**src/rtl/mem_arbiter.sv**
```systemverilog
// Single-port memory arbiter and pipeline stall controller: shares one memory port
// between instruction fetch and the MEM-stage load/store path, data access first.
module mem_arbiter #(
    parameter int ADDR_W  = 16,
    parameter int DATA_W  = 16,
    parameter int TIMEOUT = 16
) (
    input  logic              clk_i,
    input  logic              rst_i,
    input  logic              if_req_i,
    input  logic [ADDR_W-1:0] if_addr_i,
    output logic [DATA_W-1:0] if_data_o,
    output logic              if_valid_o,
    input  logic              d_read_i,
    input  logic              d_write_i,
    input  logic [ADDR_W-1:0] d_addr_i,
    input  logic [DATA_W-1:0] d_wdata_i,
    output logic [DATA_W-1:0] d_rdata_o,
    output logic              d_valid_o,
    output logic              stall_o,
    output logic              mem_req_o,
    output logic              mem_we_o,
    output logic [ADDR_W-1:0] mem_addr_o,
    output logic [DATA_W-1:0] mem_wdata_o,
    input  logic [DATA_W-1:0] mem_rdata_i,
    input  logic              mem_ack_i,
    output logic              err_o
);

    localparam bit         TO_EN   = (TIMEOUT != 0);
    localparam int         TO_LIM  = TO_EN ? TIMEOUT - 1 : 0;
    // Abort fires at the edge that would move the counter from TIMEOUT-1 to TIMEOUT.
    localparam logic [7:0] TO_LAST = 8'(TO_LIM);

    typedef enum logic [1:0] {
        ST_IDLE  = 2'd0,
        ST_DATA  = 2'd1,
        ST_FETCH = 2'd2
    } state_t;

    state_t            state_r, state_s;
    logic [7:0]        wait_cnt_r, wait_cnt_s;
    logic              if_done_r, if_done_s;
    logic              d_done_r, d_done_s;
    logic              err_r, err_s;
    logic              mem_req_r, mem_req_s;
    logic              mem_we_r, mem_we_s;
    logic [ADDR_W-1:0] mem_addr_r, mem_addr_s;
    logic [DATA_W-1:0] mem_wdata_r, mem_wdata_s;
    logic [DATA_W-1:0] if_data_r, if_data_s;
    logic [DATA_W-1:0] d_rdata_r, d_rdata_s;

    logic d_req_s;
    logic stall_s;
    logic ack_s;
    logic timeout_s;

    assign d_req_s   = d_read_i | d_write_i;
    assign stall_s   = (if_req_i & ~if_done_r) | (d_req_s & ~d_done_r);
    assign ack_s     = mem_ack_i & mem_req_r;
    assign timeout_s = TO_EN && (wait_cnt_r == TO_LAST) && !ack_s;

    // Next-state and next-output computation for the access sequencer.
    always_comb begin
        state_s     = state_r;
        wait_cnt_s  = wait_cnt_r;
        if_done_s   = if_done_r;
        d_done_s    = d_done_r;
        err_s       = err_r;
        mem_req_s   = mem_req_r;
        mem_we_s    = mem_we_r;
        mem_addr_s  = mem_addr_r;
        mem_wdata_s = mem_wdata_r;
        if_data_s   = if_data_r;
        d_rdata_s   = d_rdata_r;
        case (state_r)
            ST_IDLE: begin
                wait_cnt_s = 8'd0;
                if (d_req_s && !d_done_r) begin
                    state_s     = ST_DATA;
                    mem_req_s   = 1'b1;
                    mem_we_s    = d_write_i;
                    mem_addr_s  = d_addr_i;
                    mem_wdata_s = d_wdata_i;
                end else if (if_req_i && !if_done_r) begin
                    state_s     = ST_FETCH;
                    mem_req_s   = 1'b1;
                    mem_we_s    = 1'b0;
                    mem_addr_s  = if_addr_i;
                    mem_wdata_s = {DATA_W{1'b0}};
                end else begin
                    state_s = ST_IDLE;
                end
            end
            ST_DATA: begin
                if (ack_s) begin
                    state_s   = ST_IDLE;
                    mem_req_s = 1'b0;
                    d_rdata_s = mem_we_r ? d_rdata_r : mem_rdata_i;
                    // A request withdrawn mid-access was flushed; its result is dropped.
                    d_done_s  = d_req_s ? 1'b1 : d_done_r;
                end else if (timeout_s) begin
                    state_s   = ST_IDLE;
                    mem_req_s = 1'b0;
                    d_rdata_s = mem_we_r ? d_rdata_r : {DATA_W{1'b0}};
                    d_done_s  = 1'b1;
                    err_s     = 1'b1;
                end else begin
                    wait_cnt_s = wait_cnt_r + 8'd1;
                end
            end
            ST_FETCH: begin
                if (ack_s) begin
                    state_s   = ST_IDLE;
                    mem_req_s = 1'b0;
                    if_data_s = mem_rdata_i;
                    if_done_s = if_req_i ? 1'b1 : if_done_r;
                end else if (timeout_s) begin
                    state_s   = ST_IDLE;
                    mem_req_s = 1'b0;
                    if_data_s = {DATA_W{1'b0}};
                    if_done_s = 1'b1;
                    err_s     = 1'b1;
                end else begin
                    wait_cnt_s = wait_cnt_r + 8'd1;
                end
            end
            default: begin
                state_s   = ST_IDLE;
                mem_req_s = 1'b0;
            end
        endcase
        // The pipeline advances on this edge, so both results have been consumed.
        if_done_s = stall_s ? if_done_s : 1'b0;
        d_done_s  = stall_s ? d_done_s : 1'b0;
    end

    // State and output registers with synchronous active-low reset.
    always_ff @(posedge clk_i) begin
        if (!rst_i) begin
            state_r     <= ST_IDLE;
            wait_cnt_r  <= 8'd0;
            if_done_r   <= 1'b0;
            d_done_r    <= 1'b0;
            err_r       <= 1'b0;
            mem_req_r   <= 1'b0;
            mem_we_r    <= 1'b0;
            mem_addr_r  <= {ADDR_W{1'b0}};
            mem_wdata_r <= {DATA_W{1'b0}};
            if_data_r   <= {DATA_W{1'b0}};
            d_rdata_r   <= {DATA_W{1'b0}};
        end else begin
            state_r     <= state_s;
            wait_cnt_r  <= wait_cnt_s;
            if_done_r   <= if_done_s;
            d_done_r    <= d_done_s;
            err_r       <= err_s;
            mem_req_r   <= mem_req_s;
            mem_we_r    <= mem_we_s;
            mem_addr_r  <= mem_addr_s;
            mem_wdata_r <= mem_wdata_s;
            if_data_r   <= if_data_s;
            d_rdata_r   <= d_rdata_s;
        end
    end

    assign if_data_o   = if_data_r;
    assign if_valid_o  = if_done_r;
    assign d_rdata_o   = d_rdata_r;
    assign d_valid_o   = d_done_r;
    assign stall_o     = stall_s;
    assign mem_req_o   = mem_req_r;
    assign mem_we_o    = mem_we_r;
    assign mem_addr_o  = mem_addr_r;
    assign mem_wdata_o = mem_wdata_r;
    assign err_o       = err_r;

endmodule
```
**config.mk**
```make
export PLATFORM = sky130hd
export DESIGN_NAME = mem_arbiter
export DESIGN_NICKNAME = d
export VERILOG_FILES = /design/src/rtl/mem_arbiter.sv
export SDC_FILE = /design/constraint.sdc
export NUM_CORES = 1
export LEC_CHECK = 0
export ABC_AREA = 1
export BUFFER_PORTS_ARGS = -buffer_cell sky130_fd_sc_hd__buf_2
export CAP_MARGIN = 10
export CORE_MARGIN = 3
export CORE_UTILIZATION = 50
export CTS_BUF_LIST = sky130_fd_sc_hd__clkbuf_8
export DETAILED_ROUTE_END_ITERATION = 7
export HOLD_SLACK_MARGIN = 0.05
export PLACE_DENSITY = 0.87
export SETUP_SLACK_MARGIN = 0.1
export SLEW_MARGIN = 40
export SYNTH_ARGS = -nofsm -noshare
export SYNTH_HDL_FRONTEND = slang
export SYNTH_SLANG_ARGS = --single-unit
```
**constraint.sdc**
```tcl
create_clock -name clk_i -period 2.2 [get_ports clk_i]
set_clock_uncertainty 0.1 [all_clocks]
set_input_delay 0.22 -clock clk_i [delete_from_list [all_inputs] [get_ports clk_i]]
set_output_delay 0.22 -clock clk_i [all_outputs]
set_load 0.02 [all_outputs]
```
==> summary.md, run 1 <==
| Metric | Value |
|---|---|
| RR Startpoint | `state_r[1]` |
| Root Driver | `clkbuf_8` |
| Met3 routed WL | `799 µm` |
| Detailed-placement wirelength estimate | `6.45 mm` |
| Vias per Instance | `5.39` |
| WHS | `0.0635 ns` |
| Antenna viol nets, final | `0` |
| Post-Layout Cell Count | `681` |
| Rows | `29` |
| Cell area after synthesis | `3400 µm²` |
| Initial DRC count | `147` |
| Synth area leader | `dfxtp_1` |
| # diodes | `0` |
| Internal | `2.76 mW` |
| Switching power | `1.39 mW` |
| M1 wire length | `4.00 mm` |
| Commonest non-fill, non-tap cells in the layout | `buf_2, nand2_1, dfxtp_1` |
| Register Area | `1580 µm²` |
| Total power | `4.15 mW` |
| # placed instances | `639` |
| Hold path cells | `3` |
| Routed met2 length | `4.85 mm` |
| Setup violators final | `0` |
| Post-synth top area share | `0.465` |
| RSZ-0062 raised after global routing | `false` |
| Initial core utilization | `0.526` |
| Crit share post-route | `0.881` |
| Util after Layout | `0.717` |
| Global-route wire length before repair | `15.6 mm` |
| Worst r2r path cells | `7` |
| Clock buffer count from CTS | `9` |
| Gate Count Post-Synth | `443` |
| Crit path time final | `1.94 ns` |
| Vias in the first global route | `3,473` |
| Synthesized Nets | `518` |
| Die Y | `88.5 µm` |
| Hold wc startpoint | `mem_rdata_i[3]` |
| Most common cell after layout, fill and taps aside | `buf_2` |
| Residual DRC count | `0` |
| Setup_tns | `0 ns` |
| Worst Hold End | `if_data_o[3]` |
| Nets@finish | `674` |
| Clock Path Buffers | `2` |
| Register area share after synthesis | `0.465` |
| CP Class | `in2out` |
| Port Buffers | `139` |
| Avg Cell Area, Syn | `7.67 µm²` |
| Congestion Overflow GR | `0` |
| Startpoint Class | `primary input` |
| Die Area | `7820 µm²` |
| CTS tree | `done` |
| Largest net degree at the start of global routing | `34` |
| Die W | `88.5 µm` |
| Max_slew headroom | `0.599` |
| Worst Path Max Fanout | `17` |
| Post-cts sizing count | `0` |
| Ys Warns | `0` |
| Synth area leaders | `dfxtp_1, nand2_1, nand3_1, a21oi_1, o211a_1` |
| R2r setup slk | `0.44 ns` |
| Routed via count | `3,669` |
| FF+latch count, synth | `79` |
| Status | `completed` |
| Post-CTS setup buffer count | `0` |
| Core Area | `6460 µm²` |
| Sw Ratio | `0.335` |
| Synth-to-layout area growth | `36.3%` |
| Synth cell types | `27` |
| First-pass detailed-route iteration total | `5` |
| Logic pwr share | `0.283` |
| CTS Sinks | `79` |
| Routed len/inst | `14.6 µm` |
| Tot GR Track Use | `0.254` |
| Pwr dens | `896 nW/µm²` |
| Crit path DAT | `1.62 ns` |
| Clock slew at reported path FFs | `0.08 ns` |
| Max Fclk | `0.516 GHz` |
| Endpoint class of the critical path | `primary output` |
| Layout cell share with drive strength beyond 1 | `0.290` |
| Global placement routability congestion | `0.874` |
| Clock share of power | `0.312` |
| Initial antenna violation count | `0` |
| Worst skew pair latency | `0.35 ns` |
| Number of hold buffers added after cts | `26` |
| Max Cap Violations | `0` |
| Final Max Tran Viols | `0` |
| H-tree levels | `3` |
| Slew of the pin with the lowest slew margin | `0.602 ns` |
| Overall routed net length | `9.96 mm` |
| Highest routed layer | `met4` |
| I/O pins | `140` |
| Leakage | `2.29 nW` |
| CP required | `1.88 ns` |
| Area occupied by multi-input gates | `1580 µm²` |
| Seq pwr share | `0.405` |
| End of the worst register-to-register path | `mem_wdata_o[3]` |
| Worst hold path class | `in2reg` |
| Worst vdd ir | `613 µV` |
| Fillers | `491` |
| Final hold violations | `0` |
layer usage:
layer	up-vias	track usage
li1	1800	-
met1	1640	0.295
met2	197	0.434
met3	32	0.0596
met4	0	0.132
met5	-	0
worst max path at each step:
stage               start       endpoint  depth (start not counted)  slack [ns]
2_1_floorplan  state_r[1]  wait_cnt_r[6]                          8        0.66
3_3_place_gp   state_r[0]  if_data_o[12]                          5        0.51
3_5_place_dp   state_r[0]   if_data_o[1]                          5        0.44
4_1_cts         d_write_i        stall_o                          8        0.28
5_1_grt         d_write_i        stall_o                          8        0.19
6_report        d_write_i        stall_o                          8        0.26
metrics by stage:
stage	setup WS [ns]	cell area (µm²)
2_1_floorplan	0.657	3400
3_3_place_gp	0.508	4130
3_5_place_dp	0.437	4130
4_1_cts	0.276	4630
5_1_grt	0.185	4630
6_report	0.263	4630
flip-flops by register name, summed over array words and instances, names as in the netlist:
name         count
if_data_o       16
wait_cnt_r       8
mem_wdata_o     16
mem_we_o         1
d_rdata_o       16
mem_req_o        1
mem_addr_o      16
state_r          2
err_o            1
if_valid_o       1
d_valid_o        1
final cells by class:
type | instances | area share
multi-input combinational | 309 | 0.340
sequential | 79 | 0.341
clock inverter | 7 | 0.0257
clock buffer | 9 | 0.0267
timing repair buffer | 174 | 0.224
tap | 77 | 0.0208
inverter | 26 | 0.0216
power by group through the flow:
stage                     Sequential, mW  Clock [mW]  Combinational (mW)
after global routing                1.69        1.36                1.29
after floorplan                     1.86           0               0.608
after detailed placement            1.70           0                1.12
after CTS                           1.67        1.31                1.16
after global placement              1.69           0                1.09
final                               1.68        1.30                1.17
cell usage after synthesis:
cell type,instances
buf_2,6
clkinv_1,2
nand3_4,1
o21bai_4,1
clkbuf_1,15
buf_1,3
nand4_1,17
dfxtp_1,79
buf_4,3
o211a_1,16
o211ai_1,2
a21oi_1,58
nand2_1,117
o21ai_0,1
inv_1,21
nand2_2,4
buf_6,2
nand3_1,61
ha_1,5
o21bai_1,1
xor2_1,1
nand3_2,1
a31oi_1,1
inv_4,1
nor2_1,20
nand2_4,2
inv_2,2
cell families (layout without fill, tap and decap cells):
family          Yosys count  count (layout)  share of synthesized area
simple gates            223             223                      0.294
compound gates           80              80                      0.148
flops                    79              79                      0.465
buf+inv                  55             216                     0.0714
fa+ha+maj                 5               5                     0.0184
xor+xnor                  1               1                    0.00258
critical path: stages:
cell,delay (ns)
dlygate4sd3_1,0.53
buf_2,0.13
inv_1,0.04
nand2_1,0.08
nand2_2,0.08
buf_4,0.22
nand2_1,0.13
buf_2,0.18
Power figures use the tool's default switching activity.
==> run 2, diff against run 1 <==
Settings changed: ABC_AREA 1 to default, CORE_ASPECT_RATIO from default to 1.1, CORE_UTILIZATION 50 to 49, PLACE_DENSITY 0.87 to 0.86, RECOVER_POWER from default to 100.
==> run 2 against run 1 <==
- utilization increased by 3.2 points
- highest routed layer unchanged
- die area decreased by 4.0%
- final area is 0.76% higher
- critical path type is now reg2reg
- combinational power down 15%
- first-iteration DRC count up 53%
- sequential power hardly changed
- synthesized cell count is 20% lower
==> summary.md, run 2 <==
| Metric | Value |
|---|---|
| Status | `completed (unchanged)` |
| Worst r2r path cells | `6 (was 7)` |
| Residual DRC count | `0 (unchanged)` |
| Initial DRC count | `225 (was 147)` |
| Synth cell count leaders | `dfxtp_1, nand2_1, nor2_1 (was nand2_1, dfxtp_1, nand3_1)` |
| Clock buffer count from CTS | `9 (unchanged)` |
| Largest net degree at the start of global routing | `33 (was 34)` |
| Worst skew pair latency | `0.33 ns (was 0.35 ns)` |
| I/O pins | `140 (unchanged)` |
| Final Max Tran Viols | `0 (unchanged)` |
| Logic pwr share | `0.263 (was 0.283)` |
| Synth area leader | `dfxtp_1 (unchanged)` |
| Most common cell after layout, fill and taps aside | `dfxtp_1 (was buf_2)` |
| Congestion Overflow GR | `0 (unchanged)` |
| Hold path cells | `3 (unchanged)` |
| Leakage | `1.89 nW (was 2.29 nW)` |
| CTS tree | `done (unchanged)` |
| CP required | `2.36 ns (was 1.88 ns)` |
| Post-synth EDFFs | `0 (unchanged)` |
| Synthesized Nets | `428 (was 518)` |
| Nets@finish | `620 (was 674)` |
| Vias per Instance | `5.62 (was 5.39)` |
| FF+latch count, synth | `79 (unchanged)` |
| Detailed-placement wirelength estimate | `6.42 mm (was 6.45 mm)` |
| Die Area | `7510 µm² (was 7820 µm²)` |
| Synth-to-layout area growth | `46.4% (was 36.3%)` |
| Global-route wire length before repair | `16.8 mm (was 15.6 mm)` |
| Crit path max-delay family | `simple AND/OR/NAND/NOR gates (was buffers and inverters)` |
| Synth area leaders | `dfxtp_1, nand2_1, mux2i_1, nor2_1, a311oi_1 (was dfxtp_1, nand2_1, nand3_1, a21oi_1, o211a_1)` |
| RSZ-0062 raised after global routing | `false (unchanged)` |
| Slew of the pin with the lowest slew margin | `0.713 ns (was 0.602 ns)` |
| Asr flop ratio synth | `0 (unchanged)` |
| First-pass detailed-route iteration total | `5 (unchanged)` |
| CTS Sinks | `79 (unchanged)` |
| Crit path DAT | `2.19 ns (was 1.62 ns)` |
| Cell area after synthesis | `3190 µm² (was 3400 µm²)` |
| Port Buffers | `139 (unchanged)` |
| Clock share of power | `0.303 (was 0.312)` |
| Clock slew at reported path FFs | `0.08 ns (about the same)` |
| CP Cell Sequence | `inv_1, ha_4, nand2b_1, a211o_1, or4_1, o21ai_0 (was dlygate4sd3_1, buf_2, inv_1, nand2_1, nand2_2, buf_4, nand2_1, buf_2)` |
| Setup violators final | `0 (unchanged)` |
| H-tree levels | `3 (unchanged)` |
| Internal | `2.57 mW (was 2.76 mW)` |
| Startpoint Class | `register (was primary input)` |
| Finished Cell Area | `4670 µm² (was 4630 µm²)` |
| Crit share post-route | `0.923 (was 0.881)` |
| Register area share after synthesis | `0.496 (was 0.465)` |
| Commonest non-fill, non-tap cells in the layout | `dfxtp_1, nand2_1, clkbuf_1 (was buf_2, nand2_1, dfxtp_1)` |
| Switching power | `1.23 mW (was 1.39 mW)` |
| Core Area | `6230 µm² (was 6460 µm²)` |
| Clock Path Buffers | `2 (unchanged)` |
| Crit path time final | `2.03 ns (was 1.94 ns)` |
| Overall routed net length | `10.4 mm (was 9.96 mm)` |
| Global placement routability congestion | `0.862 (was 0.874)` |
| Setup_tns | `0 ns (unchanged)` |
| Max Cap Violations | `0 (unchanged)` |
| Worst vdd ir | `617 µV (was 613 µV)` |
| Die W | `82.9 µm (was 88.5 µm)` |
| Final hold violations | `0 (unchanged)` |
| CP max stage delay | `0.48 ns (was 0.53 ns)` |
| Endpoint class of the critical path | `register (was primary output)` |
| Rows | `30 (was 29)` |
| Critical Path Stages | `6 (was 8)` |
| Crit-path slowest cell | `or4_1 (was dlygate4sd3_1)` |
| Worst hold path class | `in2reg (unchanged)` |
| Initial core utilization | `0.511 (was 0.526)` |
| Avg Cell Area, Syn | `9.03 µm² (was 7.67 µm²)` |
| Max Fclk | `0.492 GHz (was 0.516 GHz)` |
| Root Driver | `clkbuf_8 (unchanged)` |
| Vias in the first global route | `3,470 (was 3,473)` |
| Post-synth top area share | `0.496 (was 0.465)` |
| Worst path bufs/invs | `1 (was 5)` |
| CP Class | `reg2reg (was in2out)` |
| Pwr dens | `814 nW/µm² (was 896 nW/µm²)` |
| Ys flop type | `dfxtp_1 (unchanged)` |
| Seq pwr share | `0.434 (was 0.405)` |
| Tot GR Track Use | `0.269 (was 0.254)` |
| Worst Path Max Fanout | `7 (was 17)` |
| Initial antenna violation count | `0 (unchanged)` |
| Max_slew headroom | `0.524 (was 0.599)` |
| # diodes | `0 (unchanged)` |
| Most common cell in the synthesized netlist | `dfxtp_1 (was nand2_1)` |
| Layout cell share with drive strength beyond 1 | `0.187 (was 0.290)` |
| Fillers | `449 (was 491)` |
| Sw Ratio | `0.324 (was 0.335)` |
| Ys Warns | `0 (unchanged)` |
| DP Area | `3960 µm² (was 4130 µm²)` |
| Die Y | `90.6 µm (was 88.5 µm)` |
| Routed via count | `3,542 (was 3,669)` |
| Gate Count Post-Synth | `353 (was 443)` |
| Routed len/inst | `16.6 µm (was 14.6 µm)` |
| Total power | `3.80 mW (was 4.15 mW)` |
| Antenna viol nets, final | `0 (unchanged)` |
| Synth cell types | `42 (was 27)` |
## run 2: layout make-up
type | count | area (µm²) | area share
Inverter | 5 | 18.8 | 0.00402
Sequential cell | 79 | 1580 | 0.339
Clock buffer | 9 | 124 | 0.0265
Multi-Input combinational cell | 245 | 1500 | 0.321
Timing Repair Buffer | 205 | 1250 | 0.268
Clock inverter | 7 | 90.1 | 0.0193
Tap cell | 80 | 100 | 0.0214
## run 2: logic make-up after synthesis
logic type / Yosys count / share of synthesized area
AND/OR/NAND/NOR: 143 / 0.194
AO/OA/AOI/OAI: 81 / 0.198
flip-flops: 79 / 0.496
buffers and inverters: 29 / 0.0416
multiplexers: 16 / 0.0503
adder cells (fa/ha/maj): 5 / 0.0196
## run 2: path summary, 6_finish.rpt
| check | start | to | slack, ns |
|---|---|---|---|
| worst max-delay path | state_r[0] | wait_cnt_r[7] | 0.17 |
| worst min-delay path | if_addr_i[6] | mem_addr_o[6] | 0.06 |
| worst max register to register | state_r[0] | wait_cnt_r[7] | 0.17 |
| worst min register to register | d_rdata_o[1] | d_rdata_o[1] | 0.36 |
## run 2: power by group through the flow
stage	Combinational [mW]	Sequential [mW]	Clock, mW
4_1_cts	0.966	1.64	1.15
2_1_floorplan	0.443	1.80	0
3_5_place_dp	0.890	1.67	0
5_1_grt	1.07	1.66	1.22
3_3_place_gp	0.858	1.66	0
6_report	0.997	1.65	1.15
## run 2: stage by stage
step / hold WS (ns) / utilization / setup slack [ns] / std cells
final: 0.0569 / 0.749 / 0.169 / 630
after global routing: 0.0559 / 0.749 / 0.0992 / 630
after CTS: 0.0505 / 0.757 / 0.116 / 628
after detailed placement: 0.349 / 0.636 / 0.135 / 558
after global placement: 0.342 / 0.636 / 0.224 / 558
after floorplan: 0.246 / - / 0.379 / 353
## run 2: worst min-delay path, delay by kind of cell
family,cells,cell delay (ns)
AND/OR/NAND/NOR,1,0.05
buffers and inverters,1,0.09
AO/OA/AOI/OAI,1,0.08
## run 2: what timing repair did
item | 4_1_cts | 5_1_grt
hold endpoints to repair | 58 | 0
hold buffers | 54 | 0
endpoints found under the setup margin | 0 | 27
gates resized for setup | 0 | 7
buffers inserted | 0 | 2
## run 2: routing by layer
metal	up-vias	part of all wire	wire length (µm)	global-route usage
li1	1653	-	-	-
met1	1676	0.40	4160	0.316
met2	192	0.50	5260	0.467
met3	21	0.074	777	0.0757
met4	0	0.023	236	0.0967
met5	-	0	0	0
==> run 3, diff against run 2 <==
==> constraint.sdc (replaced) <==
create_clock -name clk_i -period 2.2 [get_ports clk_i]
set_clock_uncertainty 0.1 [all_clocks]
set_input_delay 0.44 -clock clk_i [delete_from_list [all_inputs] [get_ports clk_i]]
set_output_delay 0.44 -clock clk_i [all_outputs]
set_load 0.02 [all_outputs]
==> run 3 against run 2 <==
- final area decreased by 11%
- utilization fell by 8.1 points
- die area unchanged
- critical path type is now reg2out
- global-route usage shrank 3.5 points
- largest power group unchanged
- largest cell class unchanged
==> summary.md, run 3 (synthesis gave the netlist of run 2 again) <==
| Metric | Value |
|---|---|
| Status | `completed (unchanged)` |
| Nets@finish | `571 (was 620)` |
| Global placement routability congestion | `0.856 (was 0.862)` |
| Tot GR Track Use | `0.235 (was 0.269)` |
| Worst hold path class | `in2reg (unchanged)` |
| End of the worst register-to-register path | `wait_cnt_r[6] (was wait_cnt_r[7])` |
| Clock buffer count from CTS | `9 (unchanged)` |
| Crit share post-route | `0.947 (was 0.923)` |
| Critical Path Stages | `4 (was 6)` |
| Initial antenna violation count | `0 (unchanged)` |
| Worst vdd ir | `514 µV (was 617 µV)` |
| Detailed-placement wirelength estimate | `6.26 mm (was 6.42 mm)` |
| Number of hold buffers added after cts | `0 (was 54)` |
| Initial core utilization | `0.511 (unchanged)` |
| Layout cell share with drive strength beyond 1 | `0.216 (was 0.187)` |
| Leakage | `1.68 nW (was 1.89 nW)` |
| Vias per Instance | `5.63 (was 5.62)` |
| Clock slew at reported path FFs | `0.08 ns (about the same)` |
| CP required | `1.66 ns (was 2.36 ns)` |
| Core Area | `6230 µm² (unchanged)` |
| Setup violators final | `0 (unchanged)` |
| Die W | `82.9 µm (unchanged)` |
| # diodes | `0 (unchanged)` |
| Endpoint class of the critical path | `primary output (was register)` |
| Worst path bufs/invs | `2 (was 1)` |
| WHS | `0.216 ns (was 0.0569 ns)` |
| Startpoint Class | `register (unchanged)` |
| I/O pins | `140 (unchanged)` |
| Setup_tns | `0 ns (unchanged)` |
| Register Area | `1580 µm² (about the same)` |
| CTS Sinks | `79 (unchanged)` |
| CP max stage delay | `0.41 ns (was 0.48 ns)` |
| Antenna viol nets, final | `0 (unchanged)` |
| Clock Path Buffers | `2 (unchanged)` |
| Pwr dens | `889 nW/µm² (was 814 nW/µm²)` |
| Routed via count | `3,266 (was 3,542)` |
| Global-route wire length before repair | `14.6 mm (was 16.8 mm)` |
| Worst Path Max Fanout | `5 (was 7)` |
| Fillers | `538 (was 449)` |
| CTS tree | `done (unchanged)` |
| Worst r2r path cells | `6 (unchanged)` |
| Rows | `30 (unchanged)` |
| Worst setup path endpoint | `stall_o (was wait_cnt_r[7])` |
| R2r setup slk | `0.19 ns (was 0.17 ns)` |
| Final hold violations | `0 (unchanged)` |
| Final Max Tran Viols | `0 (unchanged)` |
| Slew of the pin with the lowest slew margin | `0.812 ns (was 0.713 ns)` |
| Die Area | `7510 µm² (unchanged)` |
| Vias in the first global route | `3,056 (was 3,470)` |
| Root Driver | `clkbuf_8 (unchanged)` |
| CP Class | `reg2out (was reg2reg)` |
| Residual DRC count | `0 (unchanged)` |
| Die Y | `90.6 µm (unchanged)` |
| Crit path DAT | `1.54 ns (was 2.19 ns)` |
| Crit-path slowest cell | `dfxtp_1 (was or4_1)` |
| Initial DRC count | `172 (was 225)` |
| Congestion Overflow GR | `0 (unchanged)` |
| Largest net degree at the start of global routing | `33 (unchanged)` |
| Max Cap Violations | `0 (unchanged)` |
| RSZ-0062 raised after global routing | `true (was false)` |
| Synth-to-layout area growth | `30.7% (was 46.4%)` |
| Most common cell after layout, fill and taps aside | `dfxtp_1 (unchanged)` |
| H-tree levels | `3 (unchanged)` |
| Crit path time final | `2.08 ns (was 2.03 ns)` |
| Worst skew pair latency | `0.34 ns (was 0.33 ns)` |
| Crit path max-delay family | `buffers and inverters (was simple AND/OR/NAND/NOR gates)` |
| Commonest non-fill, non-tap cells in the layout | `dfxtp_1, nand2_1, buf_2 (was dfxtp_1, nand2_1, clkbuf_1)` |
| Port Buffers | `139 (unchanged)` |
| Overall routed net length | `9.01 mm (was 10.4 mm)` |
| Routed len/inst | `15.5 µm (was 16.6 µm)` |
| Max Fclk | `0.480 GHz (was 0.492 GHz)` |
| CP Cell Sequence | `o21bai_1, buf_4, nand2_1, buf_2 (was inv_1, ha_4, nand2b_1, a211o_1, or4_1, o21ai_0)` |
| Crit path from | `d_valid_o (was state_r[0])` |
| Max_slew headroom | `0.459 (was 0.524)` |
| First-pass detailed-route iteration total | `4 (was 5)` |
| RR Startpoint | `state_r[1] (was state_r[0])` |
| Area occupied by multi-input gates | `1510 µm² (was 1500 µm²)` |
[run 3: changes by cell type in the layout (fill, tap and decap cells not counted), moves of 2 or more]
cell	before	now
clkbuf_4	1	3
buf_2	69	71
dlygate4sd3_1	54	0
clkinvlp_4	0	2
[run 3: metal layers]
metal	GRT usage	wire length (µm)	up-vias
met5	0	0	-
met2	0.375	4290	156
met4	0.0858	162	0
met1	0.298	3770	1532
li1	-	-	1555
met3	0.0712	791	23
[run 3: where the power goes]
group / switching [mW] / leakage, nW / total [mW] / internal, mW
Clock: 0.521 / 0.103 / 1.15 / 0.630
Sequential: 0.0817 / 0.645 / 1.64 / 1.56
Combinational: 0.599 / 0.929 / 0.912 / 0.312
Total: 1.20 / 1.68 / 3.70 / 2.50
[run 3: cell type report]
| cell class | count | area share |
|---|---|---|
| Sequential cell | 79 | 0.380 |
| Timing Repair Buffer | 155 | 0.178 |
| Tap cell | 80 | 0.0240 |
| Clock inverter | 6 | 0.0210 |
| Multi-Input combinational cell | 246 | 0.363 |
| Clock buffer | 9 | 0.0297 |
| Inverter | 5 | 0.00451 |
[run 3: worst min path at each step]
stage | from | to | slack (ns) | cells past startpoint
6_report | mem_rdata_i[1] | if_data_o[1] | 0.22 | 2
5_1_grt | mem_rdata_i[6] | if_data_o[6] | 0.20 | 2
4_1_cts | mem_rdata_i[6] | if_data_o[6] | 0.20 | 2
3_5_place_dp | d_rdata_o[1] | d_rdata_o[1] | 0.35 | 2
3_3_place_gp | d_rdata_o[0] | d_rdata_o[0] | 0.34 | 2
2_1_floorplan | wait_cnt_r[7] | wait_cnt_r[7] | 0.37 | 2
[run 3: what timing repair did]
item | CTS | global route
endpoints found under the setup margin | 0 | 42
gates resized for setup | 0 | 5
setup buffers | 0 | 4
[run 3: through the flow]
| stage | util | area [µm²] | setup slack (ns) | instances | total power, mW |
|---|---|---|---|---|---|
| after floorplan | - | 3190 | 0.379 | 353 | 2.25 |
| after global placement | 0.638 | 3980 | 0.0688 | 560 | 2.52 |
| after detailed placement | 0.640 | 3990 | 0.160 | 560 | 2.55 |
| after CTS | 0.673 | 4200 | 0.122 | 575 | 3.70 |
| after global routing | 0.668 | 4170 | 0.0262 | 580 | 3.90 |
| final | 0.668 | 4170 | 0.117 | 580 | 3.70 |
